### src/rtl/f_fetch_unit_pkg.sv
// Shared constants, FSM encoding and target alignment for the MIPS F-stage.
package f_fetch_unit_pkg;

    localparam logic [31:0] DEF_RESET_PC  = 32'h0000_3000;
    localparam logic [31:0] DEF_NOP_INSTR = 32'h0000_0000;

    typedef enum logic {
        S_FETCH = 1'b0,
        S_HOLD  = 1'b1
    } state_t;

    // Control-transfer targets are always word aligned.
    function automatic logic [31:0] align_target(input logic [31:0] target);
        return {target[31:2], 2'b00};
    endfunction

endpackage

### src/rtl/f_fetch_unit_fd_pipe_reg.sv
// F/D pipeline register: loads a fetched word, inserts a bubble, or holds.
module fd_pipe_reg
    import f_fetch_unit_pkg::*;
#(
    parameter logic [31:0] RESET_PC  = DEF_RESET_PC,
    parameter logic [31:0] NOP_INSTR = DEF_NOP_INSTR
) (
    input  logic        clk,
    input  logic        reset,
    input  logic        load,
    input  logic        bubble,
    input  logic [31:0] pc,
    input  logic [31:0] instr,
    output logic [31:0] D_PC,
    output logic [31:0] D_instr,
    output logic        D_valid
);

    always_ff @(posedge clk) begin
        if (reset) begin
            D_PC    <= RESET_PC;
            D_instr <= NOP_INSTR;
            D_valid <= 1'b0;
        end else if (load) begin
            D_PC    <= pc;
            D_instr <= instr;
            D_valid <= 1'b1;
        end else if (bubble) begin
            D_PC    <= pc;
            D_instr <= NOP_INSTR;
            D_valid <= 1'b0;
        end
    end

endmodule

### src/rtl/f_fetch_unit.sv
// MIPS F-stage: fetch PC, IM request/ready handshake, skid buffer for stalled
// responses and a latched redirect for branches whose delay slot is still in flight.
module f_fetch_unit
    import f_fetch_unit_pkg::*;
#(
    parameter logic [31:0] RESET_PC  = DEF_RESET_PC,
    parameter logic [31:0] NOP_INSTR = DEF_NOP_INSTR
) (
    input  logic        clk,
    input  logic        reset,
    input  logic        F_stall,
    input  logic        D_jump,
    input  logic [31:0] D_NPC_PCnext,
    output logic        i_req,
    output logic [31:0] i_addr,
    input  logic        i_ready,
    input  logic [31:0] i_rdata,
    output logic [31:0] F_PC,
    output logic [31:0] D_PC,
    output logic [31:0] D_instr,
    output logic        D_valid
);

    state_t      state;
    logic [31:0] skid_pc;
    logic [31:0] skid_instr;
    logic        redir_valid;
    logic [31:0] redir_pc;

    logic        adv;
    logic        fetch_done;
    logic        pc_adv;
    logic        take_jump;
    logic [31:0] npc;
    logic        fd_load;
    logic        fd_bubble;
    logic [31:0] fd_pc;
    logic [31:0] fd_instr;

    always_comb begin
        adv        = !F_stall;
        fetch_done = (state == S_FETCH) && i_ready;
        pc_adv     = adv && (fetch_done || (state == S_HOLD));
        take_jump  = D_jump && adv;

        // A branch leaving D wins; otherwise a redirect parked while the
        // delay slot was pending; otherwise sequential.
        if (take_jump) begin
            npc = align_target(D_NPC_PCnext);
        end else if (redir_valid) begin
            npc = redir_pc;
        end else begin
            npc = F_PC + 32'd4;
        end

        fd_load   = pc_adv;
        fd_bubble = adv && (state == S_FETCH) && !i_ready;
        fd_pc     = (state == S_HOLD) ? skid_pc    : F_PC;
        fd_instr  = (state == S_HOLD) ? skid_instr : i_rdata;
    end

    always_ff @(posedge clk) begin
        if (reset) begin
            state       <= S_FETCH;
            F_PC        <= RESET_PC;
            skid_pc     <= RESET_PC;
            skid_instr  <= NOP_INSTR;
            redir_valid <= 1'b0;
            redir_pc    <= RESET_PC;
        end else begin
            case (state)
                S_FETCH: begin
                    if (fetch_done && F_stall) begin
                        state      <= S_HOLD;
                        skid_pc    <= F_PC;
                        skid_instr <= i_rdata;
                    end
                end
                S_HOLD: begin
                    if (adv) begin
                        state <= S_FETCH;
                    end
                end
                default: state <= S_FETCH;
            endcase

            if (pc_adv) begin
                F_PC <= npc;
                if (!take_jump) begin
                    redir_valid <= 1'b0;
                end
            end else if (take_jump) begin
                // Delay slot not yet fetched: remember where to go after it.
                redir_valid <= 1'b1;
                redir_pc    <= align_target(D_NPC_PCnext);
            end
        end
    end

    assign i_req  = (state == S_FETCH);
    assign i_addr = F_PC;

    fd_pipe_reg #(
        .RESET_PC  (RESET_PC),
        .NOP_INSTR (NOP_INSTR)
    ) u_fd_pipe_reg (
        .clk     (clk),
        .reset   (reset),
        .load    (fd_load),
        .bubble  (fd_bubble),
        .pc      (fd_pc),
        .instr   (fd_instr),
        .D_PC    (D_PC),
        .D_instr (D_instr),
        .D_valid (D_valid)
    );

endmodule
### config.mk
export PLATFORM = sky130hd
export DESIGN_NAME = f_fetch_unit
export DESIGN_NICKNAME = d
export VERILOG_FILES = /design/src/rtl/f_fetch_unit_pkg.sv /design/src/rtl/f_fetch_unit_fd_pipe_reg.sv /design/src/rtl/f_fetch_unit.sv
export SDC_FILE = /design/constraint.sdc
export NUM_CORES = 1
export LEC_CHECK = 0
export CAP_MARGIN = 20
export CORE_UTILIZATION = 45
export CTS_CLUSTER_SIZE = 10
export DETAILED_ROUTE_END_ITERATION = 8
export PLACE_DENSITY = 0.76
export RECOVER_POWER = 50
export SKIP_LAST_GASP = 1
export SYNTH_ARGS = -nofsm -noshare
export SYNTH_HDL_FRONTEND = slang
export SYNTH_SLANG_ARGS = --single-unit
### constraint.sdc
create_clock -name clk -period 2.5 [get_ports clk]
set_clock_uncertainty 0.2 [all_clocks]
set_input_delay 0.375 -clock clk [delete_from_list [all_inputs] [get_ports clk]]
set_output_delay 0.375 -clock clk [all_outputs]
set_load 0.02 [all_outputs]
## After elaboration in Yosys (flattened, before gate mapping)

Index checks and enable logic that the tools add are counted.

- Add/subtract/negate cells: 1
- Eq/ne operators: 1
- Mux-type cells: 16
- Bitwise logic cells: 2
- Reductions and logical operators: 14

Operator list:

| operator | count |
|---|---|
| two-way mux 32 bit | 8 |
| adder 32 x 3 -> 32 bit, second input constant | 1 |
| two-way mux 1 bit | 7 |
| logical AND 1 bit | 6 |
| AND reduction 2 bit | 3 |
| nonzero test 2 bit | 2 |
| logical NOT 1 bit | 2 |
| inequality test 2 bit, second input constant | 1 |
| NOT 1 bit | 2 |
| one-hot mux 1 bit (2 select lines) | 1 |
| logical OR 1 bit | 1 |

- Bits in registers: 193
- Input port bits: 69
- Output and inout port bits: 130
- Word-level logic and storage cells: 43

## Longest topological paths before layout

Gate-level depths: netlist (run 1).

- Depth after elaboration: 6
- Gate-level depth with buffers: 11
- Gate-level depth less buffers: 7

## Cells and area by module

A second synthesis (run 1) with hierarchy kept.

- Cells, all modules: 1,104
- Area total of the unflattened synthesis: 9,582.9 sq um

By module, submodules not included:

| module | times used | cells an instance | area an instance (sq um) | seq. area each (sq um) |
|---|---|---|---|---|
| f_fetch_unit | 1 | 812 | 6,796.5 | 2,482.4 |
| fd_pipe_reg | 1 | 292 | 2,786.4 | 1,301.2 |

## Worst setup path before layout (run 1)

OpenSTA, ideal clock, no wires.

- Kind: register to register
- From: register state
- To: register redir_pc[12]
- Data arrival time: 2.102 ns
- Path slack: 0.069 ns
- Stages on the path, launching flop included: 12
- Path buffers: 5
- Period minus slack after synthesis: 2.431 ns
- Cells stage by stage: dfxtp_1 buf_2 nor2_1 nor2_2 inv_1 buf_2 clkbuf_8 ha_1 clkbuf_1 clkbuf_1 mux2i_1 nand2_1

- Word-level cells in the longest chain between the ends: 6

Ends and longest elaborated chain:

| what | line | source |
|---|---|---|
| start: declaration | f_fetch_unit.sv:24 | `state_t state;` |
| start signal: assignment | f_fetch_unit.sv:64 | `state <= S_FETCH;` |
| start signal: assignment | f_fetch_unit.sv:74 | `state <= S_HOLD;` |
| start signal: assignment | f_fetch_unit.sv:81 | `state <= S_FETCH;` |
| NOT 1 bit (no line) | n/a |  |
| logical AND 1 bit | f_fetch_unit.sv:42 | `fetch_done = (state == S_FETCH) && i_ready;` |
| logical OR 1 bit (*) | f_fetch_unit.sv:43 | `pc_adv = adv && (fetch_done \|\| (state == S_HOLD));` |
| logical AND 1 bit (*) | f_fetch_unit.sv:43 |  |
| NOT 1 bit (no line) (*) | n/a |  |
| AND reduction 2 bit (no line) (*) | n/a |  |
| end signal: assignment | f_fetch_unit.sv:95 | `redir_pc <= align_target(D_NPC_PCnext);` |
| end: declaration | f_fetch_unit.sv:28 | `logic [31:0] redir_pc;` |

Mark *: on every way between the ends. The rest lies on a longest branch, timed or not.
A chain may end at the register's enable or synchronous reset.

## Final worst setup path (run 1)

- From: input port i_ready
- To: register F_PC[31]

- Word-level cells in the longest chain between the ends: 3

Ends and longest elaborated chain:

| what | line | source |
|---|---|---|
| start: declaration | f_fetch_unit.sv:16 | `input logic i_ready,` |
| logical AND 1 bit | f_fetch_unit.sv:42 |  |
| logical OR 1 bit | f_fetch_unit.sv:43 |  |
| logical AND 1 bit | f_fetch_unit.sv:43 |  |
| end signal: assignment | f_fetch_unit.sv:88 | `F_PC <= npc;` |
| end: declaration | f_fetch_unit.sv:18 | `output logic [31:0] F_PC,` |

Every way passes these cells.

==> metrics.cfg, run 1 <==
[sta]
tns_ns=0
setup_ws_ns=0.177
fin_crit_ns=2.32
rsz0062_at_grt=no
setup-violations-final=0
max_slew.worst_pin.slew_ns=1.29
fmax_ghz=0.431
maxSlewHeadroom=0.140
finalMaxSlewViolations=0
hold_viol_final=0
period_share=0.929

[cells_and_area]
stdcell_count=1432
layout.nets=1261
n_fill_cell=1593
layout_common_cells=nand2_1, dfxtp_1, clkdlybuf4s50_1
syn2layout_area_growth_pct=30.4
fin_util=0.607
drive_gt1_frac=0.0948
antennaDiodeCount=0
layout_commonest_cell=nand2_1

[floorplanning]
ios=199
dieArea_sq_um=19500
initial_core_util=0.466
rows=49
fp.coreArea_sq_um=18300
die_w_microns=140
die_h_microns=140

[synthesis]
synth_fa_ha_area_frac=0.00294
async_flop_share=0
syn-instance-count=1034
syn_area_per_cell_sq_um=8.23
synth_mux_area_frac=0.116
ys_warn_count=0
ys.flop_type=dfxtp_1
yosysUniqueCellTypes=55
yosys.area_share.simple=0.191
synth_top_family_by_area=simple AND/OR/NAND/NOR gates
synthesis.area_sq_um=8510
synth_xor_area_frac=0.0124
synth_enable_flop_cells=0
ys_ff_latch=187
synth_compound_area_frac=0.155
synth-seq-area-share=0.440

[power]
powerDensity_nw_per_um2=644
ir_drop_v=0.000498
cellLeakagePower_nw=4.13

[drt]
wirelength_microns=22900
drt-wirelength-per-cell_microns=16.0
drt_iter0_drc=484
drc_errors=0
ant_nets=0
vias_per_cell=5.45
dr.pass1.iters=6
vias=7805

[setup_path]
crit_fanout=13
worstPathArrival_ns=2.47
cp_data_required_time_ns=2.64
path_class=in2reg
reg2reg_depth=6
setup.worst_path.start_class=primary input
cp-end-kind=register

[cts]
cts_tree=done
cts_inserted_buffers=17
cts_num_sinks=187
cts-root-buf=clkbuf_16
postCtsSetupBuffers=0
cts.repair.resized=0
hold_buffers=0
ctsHtreeMaxLevel=4
cts_buffer_depth=2
clk_pin_slew_worst_paths_ns=0.06
clock_latency_ns=0.43

[placement]
gp_congestion=0.883
portBuffers=190
place_worst_setup_slack_ns=0.00707
dp.cells=1400
dpl.hpwl_microns=15700

[flow_run]
cap_violations=0

[global_routing]
grt_pass1_vias=6982
grt.overflow.total=0
grt_pass1_wl_microns=36100
antenna_found_initial=0
grt_max_degree=40
track_usage=0.234

[worst_hold_path]
hold_path_depth=2
hold_class=in2reg

[run_status]
status=finished clean

==> synthesized netlist by cell type (5+ instances only) <==
| library cell | number | area [sq um] |
|---|---|---|
| a211oi_1 | 8 | 60.1 |
| a21o_1 | 5 | 37.5 |
| a21oi_1 | 109 | 546 |
| a221o_1 | 5 | 50.1 |
| a221oi_1 | 6 | 52.6 |
| and3_1 | 14 | 87.6 |
| buf_1 | 10 | 37.5 |
| buf_2 | 9 | 45.0 |
| buf_4 | 38 | 285 |
| clkbuf_1 | 58 | 218 |
| dfxtp_1 | 187 | 3740 |
| inv_1 | 8 | 30.0 |
| mux2i_1 | 95 | 951 |
| nand2_1 | 195 | 732 |
| nand3_1 | 18 | 90.1 |
| nand4_1 | 8 | 50.1 |
| nor2_1 | 113 | 424 |
| nor3_1 | 9 | 45.0 |
| nor4_1 | 5 | 31.3 |
| o211ai_1 | 5 | 37.5 |
| o21ai_0 | 57 | 285 |
| or3_1 | 5 | 31.3 |
| xor2_1 | 8 | 70.1 |
==> per-stage QoR <==
stage               cell area, sq um  total power, mW  hold WS [ns]
finish                         11100             7.14         0.172
global route                   11100             7.43         0.193
CTS                            11100             7.22         0.161
detailed placement             10600             4.54         0.242
global placement               10600             4.53         0.230
floorplan                       8530             4.02         0.233
==> final cells by class <==
type | instances | area [sq um] | area share
Inverter | 8 | 30.0 | 0.00271
Clock buffer | 19 | 443 | 0.0399
Multi-Input combinational cell | 722 | 4080 | 0.368
Clock inverter | 13 | 139 | 0.0125
Timing Repair Buffer | 254 | 2380 | 0.214
Tap cell | 229 | 287 | 0.0258
Sequential cell | 187 | 3740 | 0.337
==> registers in the layout, indices dropped and copies added, names as in the netlist <==
register	flops
F_PC	30
redir_valid	1
u_fd_pipe_reg.D_valid	1
u_fd_pipe_reg.D_PC	30
state	1
u_fd_pipe_reg.D_instr	32
skid_instr	32
skid_pc	30
redir_pc	30
==> path summary, 6_finish.rpt <==
path	end	start	slack, ns
setup / recovery	F_PC[31]$_SDFFE_PP0P_	i_ready	0.18
hold / removal	u_fd_pipe_reg.D_PC[19]$_SDFFE_PP0P_	reset	0.17
setup reg to reg	F_PC[16]$_SDFFE_PP0P_	F_PC[2]$_SDFFE_PP0P_	0.26
hold reg to reg	u_fd_pipe_reg.D_instr[10]$_SDFFE_PP0P_	u_fd_pipe_reg.D_instr[10]$_SDFFE_PP0P_	0.25
==> per-layer routing <==
layer	part of all wire	track usage	wire length, microns
met4	0.019	0.0801	432
met1	0.45	0.320	10300
met3	0.078	0.0430	1780
met5	0	0	0
met2	0.45	0.371	10400
==> where the power goes <==
| group | switching (mW) | internal (mW) | leakage, nW | total [mW] |
|---|---|---|---|---|
| clock network | 1.16 | 1.51 | 0.284 | 2.67 |
| logic | 0.697 | 0.566 | 2.32 | 1.26 |
| registers | 0.0940 | 3.12 | 1.53 | 3.22 |
| total | 1.95 | 5.19 | 4.13 | 7.14 |
==> worst max-delay path, cell delays in order <==
cell and delay (ns):
dlygate4sd3_1 0.60, nor2_1 0.18, nor2_1 0.10, inv_1 0.18, clkbuf_1 0.54, a221o_1 0.25, o21ai_0 0.09, o22ai_1 0.16
==> cells by family (layout without fill, tap and decap cells) <==
group,after synthesis,after routing
compound gates,222,222
xor+xnor,12,12
fa+ha+maj,2,2
buf+inv,130,294
flops,187,187
mux,98,98
other cells,1,6
simple gates,382,382
Power figures use the tool's default switching activity.
==> inputs of run 2 (changes only) <==
Settings changed: CTS_CLUSTER_DIAMETER set to 200, TNS_END_PERCENT set to 10.
==> results of run 2 <==
No change in the layout: final DEF, timing and power equal those of run 1.
==> inputs of run 3 (changes only) <==
Settings changed: CAP_MARGIN 20 to not set, TNS_END_PERCENT 10 to 50.
==> results of run 3 <==
No change in the layout: final DEF, timing and power equal those of run 1.
